## config.mk

```make
export PLATFORM = sky130hd
export DESIGN_NAME = shift_seq_ctrl
export DESIGN_NICKNAME = d
export VERILOG_FILES = /design/src/rtl/shift_seq_ctrl.sv
export SDC_FILE = /design/constraint.sdc
export NUM_CORES = 1
export LEC_CHECK = 0
export ABC_CLOCK_PERIOD_IN_PS = 2410
export CELL_PAD_IN_SITES_DETAIL_PLACEMENT = 0
export CELL_PAD_IN_SITES_GLOBAL_PLACEMENT = 2
export CORE_ASPECT_RATIO = 1.1
export CORE_MARGIN = 2
export CORE_UTILIZATION = 29
export CTS_BUF_LIST = sky130_fd_sc_hd__clkbuf_16
export CTS_CLUSTER_DIAMETER = 200
export CTS_CLUSTER_SIZE = 20
export DETAILED_ROUTE_END_ITERATION = 8
export GPL_TIMING_DRIVEN = 0
export PLACE_DENSITY = 0.8
export SYNTH_ARGS = -nofsm -noshare
export SYNTH_HDL_FRONTEND = slang
export SYNTH_SLANG_ARGS = --single-unit
```

## constraint.sdc

```tcl
create_clock -name clk -period 2.41 [get_ports clk]
set_input_delay 0.482 -clock clk [delete_from_list [all_inputs] [get_ports clk]]
set_output_delay 0.482 -clock clk [all_outputs]
set_load 0.1 [all_outputs]
```

## src/rtl/shift_seq_ctrl.sv

```systemverilog
// Multi-cycle shift sequencer (SLL/SRL/SRA/SLB) with a start/ready/done handshake.
// Optional macro SHIFT_SEQ_FAST2_EN: shift two bits per cycle while at least two remain.
module shift_seq_ctrl #(
    parameter int XLEN    = 32,
    parameter int SHAMT_W = 5
) (
    input  logic               clk,
    input  logic               rst,
    input  logic               start,
    input  logic [1:0]         op,
    input  logic [XLEN-1:0]    operand,
    input  logic [SHAMT_W-1:0] shamt,
    output logic               ready,
    output logic               busy,
    output logic               done,
    output logic [XLEN-1:0]    result
);

    localparam logic [1:0] S_IDLE  = 2'd0;
    localparam logic [1:0] S_SHIFT = 2'd1;
    localparam logic [1:0] S_DONE  = 2'd2;

    localparam logic [1:0] OP_SLL = 2'b00;
    localparam logic [1:0] OP_SRL = 2'b01;
    localparam logic [1:0] OP_SRA = 2'b10;
    localparam logic [1:0] OP_SLB = 2'b11;

    logic [1:0]         state_reg;
    logic [XLEN-1:0]    acc_reg;
    logic [SHAMT_W-1:0] cnt_reg;
    logic [1:0]         op_reg;
    logic [XLEN-1:0]    result_reg;

    logic [XLEN-1:0]    acc_next;
    logic [SHAMT_W-1:0] cnt_next;
    logic [SHAMT_W-1:0] eff_cnt;

    function automatic logic [XLEN-1:0] shift1(input logic [XLEN-1:0] v, input logic [1:0] o);
        case (o)
            OP_SRL:  return {1'b0, v[XLEN-1:1]};
            OP_SRA:  return {v[XLEN-1], v[XLEN-1:1]};
            default: return {v[XLEN-2:0], 1'b0};
        endcase
    endfunction

    always_comb begin
        acc_next = shift1(acc_reg, op_reg);
        cnt_next = cnt_reg - SHAMT_W'(1);
`ifdef SHIFT_SEQ_FAST2_EN
        if (cnt_reg >= SHAMT_W'(2)) begin
            acc_next = shift1(shift1(acc_reg, op_reg), op_reg);
            cnt_next = cnt_reg - SHAMT_W'(2);
        end
`endif
    end

    // SLB ignores shamt and always shifts exactly once.
    assign eff_cnt = (op == OP_SLB) ? SHAMT_W'(1) : shamt;

    always_ff @(posedge clk or posedge rst) begin
        if (rst) begin
            state_reg  <= S_IDLE;
            acc_reg    <= '0;
            cnt_reg    <= '0;
            op_reg     <= OP_SLL;
            result_reg <= '0;
        end else begin
            case (state_reg)
                S_IDLE: begin
                    if (start) begin
                        acc_reg <= operand;
                        op_reg  <= op;
                        cnt_reg <= eff_cnt;
                        if (eff_cnt == '0) begin
                            result_reg <= operand;
                            state_reg  <= S_DONE;
                        end else begin
                            state_reg  <= S_SHIFT;
                        end
                    end
                end
                S_SHIFT: begin
                    acc_reg <= acc_next;
                    cnt_reg <= cnt_next;
                    if (cnt_next == '0) begin
                        result_reg <= acc_next;
                        state_reg  <= S_DONE;
                    end
                end
                S_DONE:  state_reg <= S_IDLE;
                default: state_reg <= S_IDLE;
            endcase
        end
    end

    assign ready  = (state_reg == S_IDLE);
    assign busy   = (state_reg == S_SHIFT) || (state_reg == S_DONE);
    assign done   = (state_reg == S_DONE);
    assign result = result_reg;

endmodule

```

==> results of run 1 <==
-- metal layers --
layer  up-vias  global-route usage
met2        63               0.227
met1      1381               0.192
li1       1335                   -
met4         0              0.0625
met3        11              0.0340
met5         -                   0
-- worst paths after layout --
path / from / to / depth (start not counted)
hold reg to reg: result[24]$_DFFE_PP0P_ / result[24]$_DFFE_PP0P_ / 1
max in group asynchronous: rst / result[21]$_DFFE_PP0P_ / 3
hold / removal: rst / result[2]$_DFFE_PP0P_ / 2
setup / recovery: result[29]$_DFFE_PP0P_ / result[29] / 1
min in group clk: result[24]$_DFFE_PP0P_ / result[24]$_DFFE_PP0P_ / 1
setup reg to reg: state_reg[1]$_DFFE_PP0P_ / acc_reg[6]$_DFFE_PP0P_ / 6
-- cell families (layout without fill, tap and decap cells) --
logic type | count (synthesis) | in the layout | synth area share
fa+ha+maj | 7 | 7 | 0.0244
flops | 73 | 73 | 0.509
xor+xnor | 1 | 1 | 0.00244
buf+inv | 31 | 127 | 0.0387
simple gates | 58 | 58 | 0.0708
mux | 64 | 64 | 0.201
compound gates | 83 | 83 | 0.154
-- cells in the mapped netlist, drive strengths merged, types with 3 or more instances --
cell type / number / share of area
clkbuf: 16 / 0.017
ha: 7 / 0.024
mux2: 63 / 0.20
o21ai: 7 / 0.0098
nand2: 11 / 0.012
nand3: 3 / 0.0042
nor2: 32 / 0.033
a21oi: 34 / 0.047
nor4: 3 / 0.0052
buf: 4 / 0.010
inv: 11 / 0.012
nand2b: 4 / 0.0070
a22oi: 30 / 0.063
dfrtp: 73 / 0.51
-- per-stage QoR --
step,hold slack [ps],std cells
3_3_place_gp,470,547
4_1_cts,493,564
6_report,489,567
5_1_grt,505,567
2_1_floorplan,462,317
3_5_place_dp,481,548
-- area by class of cell --
type | instances | area, µm² | area share
clock buffer | 9 | 225 | 0.0465
multi-input combinational | 213 | 1620 | 0.335
sequential | 73 | 1830 | 0.377
timing repair buffer | 80 | 800 | 0.165
buffer | 20 | 100 | 0.0207
tap | 154 | 193 | 0.0398
inverter | 11 | 43.8 | 0.00904
clock inverter | 7 | 31.3 | 0.00646
-- what timing repair did --
item | CTS | global route
setup buffers | 0 | 3
setup endpoints to repair | 3 | 36
resized for setup | 5 | 6
pin swaps | 0 | 1
-- worst register-to-register path, cell delays in order, from the launching register on --
cell	delay, ps
dfrtp_1	380
inv_1	110
ha_1	250
nand2b_1	130
nand2_1	370
clkbuf_1	520
mux2_2	410
==> impl_metrics.env, run 1 <==
export IMPL_insertion_delay_ps=330
export IMPL_cts_max_level=3
export IMPL_routed_via_density=4.92
export IMPL_final_util=0.402
export IMPL_vias=2790
export IMPL_grt_pass1_vias=2912
export IMPL_skew_ps=7.42
export IMPL_drive_above_1_share=0.211
export IMPL_worstMarginPinSlew_ps=1010
export IMPL_crit_fanout=2
export IMPL_cts_tree="done"
export IMPL_placed_area_um2=4570
export IMPL_final_area_um2=4840
export IMPL_syn_to_final_growth_pct=35.0
export IMPL_slowest_stage="clkdlybuf4s50_1"
export IMPL_grt_start_max_net_pins=46
export IMPL_synth_cell_types=33
export IMPL_cp_arrival_ps=1840
export IMPL_slew_headroom=0.325
export IMPL_wl_per_cell_um=16.0
export IMPL_endpoint_kind="output port"
export IMPL_regToRegSetupSlack_ps=130
export IMPL_nets=457
export IMPL_syn_mean_instance_area_um2=11.3
export IMPL_die_area_um2=13300
export IMPL_critical_path_startpoint_type="register"
export IMPL_path_cells="clkdlybuf4s50_1"
export IMPL_cp_required_ps=1930
export IMPL_wl_met2_mm=4.25
export IMPL_final_antenna_net_count=0
export IMPL_netlist_area_um2=3590
export IMPL_fin_tns_setup_ps=0
export IMPL_cts_hold_buf=0
export IMPL_cp_slowest_stage_delay_ps=1140
export IMPL_met1Wirelength_mm=4.17
export IMPL_yosysWarnings=0
export IMPL_ys_ff_latch=73
export IMPL_syn_nets=366
export IMPL_clk_pin_slew_ps=60
export IMPL_wl_met3_um=449
export IMPL_cts_sinks=73
export IMPL_critPathTopFamily="buffers and inverters"
export IMPL_setup_viol=0
export IMPL_cts_inserted_buffers=9
export IMPL_grt_total_usage=0.146
export IMPL_crit_buf_inv=1
export IMPL_fp_dieH_um=121
export IMPL_start_util=0.298
export IMPL_wl_mm=9.05
export IMPL_dp_worst_setup_slack_ps=-170
export IMPL_synth_seq_area_share=0.509
export IMPL_first_pass_iters=4
export IMPL_place_congestion=0.786
export IMPL_antenna_cells=0
export IMPL_mostFrequentLayoutCells="dfrtp_1 (73), clkdlybuf4s50_1 (73), mux2_2 (60), a21oi_1 (34), nor2_1 (32)"
export IMPL_synth_flop_cell="dfrtp_1"
export IMPL_finalWorstSetupSlack_ps=87.5
export IMPL_globalRouteOverflowTotal=0
export IMPL_drc=0
export IMPL_cts_root_buf="clkbuf_16"
export IMPL_dp_hpwl_mm=6.62
export IMPL_port_buffers=76
export IMPL_hold_violations=0
export IMPL_synth_edf_count=0
export IMPL_die_w_um=110
export IMPL_io_pins=77
export IMPL_antenna_found_initial=0
export IMPL_core_um2=12000
export IMPL_hold_class="primary input to asynchronous set/reset pin"
export IMPL_slew_violations=0
export IMPL_post_route_period_util=0.964
export IMPL_rsz0062_at_grt="no"
export IMPL_clockBufferDepth=2
export IMPL_maxCapViolations=0
export IMPL_async_flop_share=1.00
export IMPL_num_rows=42
export IMPL_fillers=1193
export IMPL_max_freq_ghz=0.431
export IMPL_grt_pass1_wl_mm=14.9
export IMPL_drt_iter0_markers=112
export IMPL_status="finished, final reports clean"
export IMPL_path_class="register to output port"
export IMPL_min_period_ps=2320
export IMPL_synthCells=317
export IMPL_top_layer_used="met4"
Power of run 1 is left out: the tool's default activity adds up to more than one toggle a clock period on the data nets, which glitch-free logic cannot reach.
==> inputs of run 2 (changes only) <==
- CTS_CLUSTER_SIZE: 20 -> default
==> results of run 2 <==
The final DEF is identical to that of run 1; final timing and power are the same.
Power of run 2 is left out for the same reason.
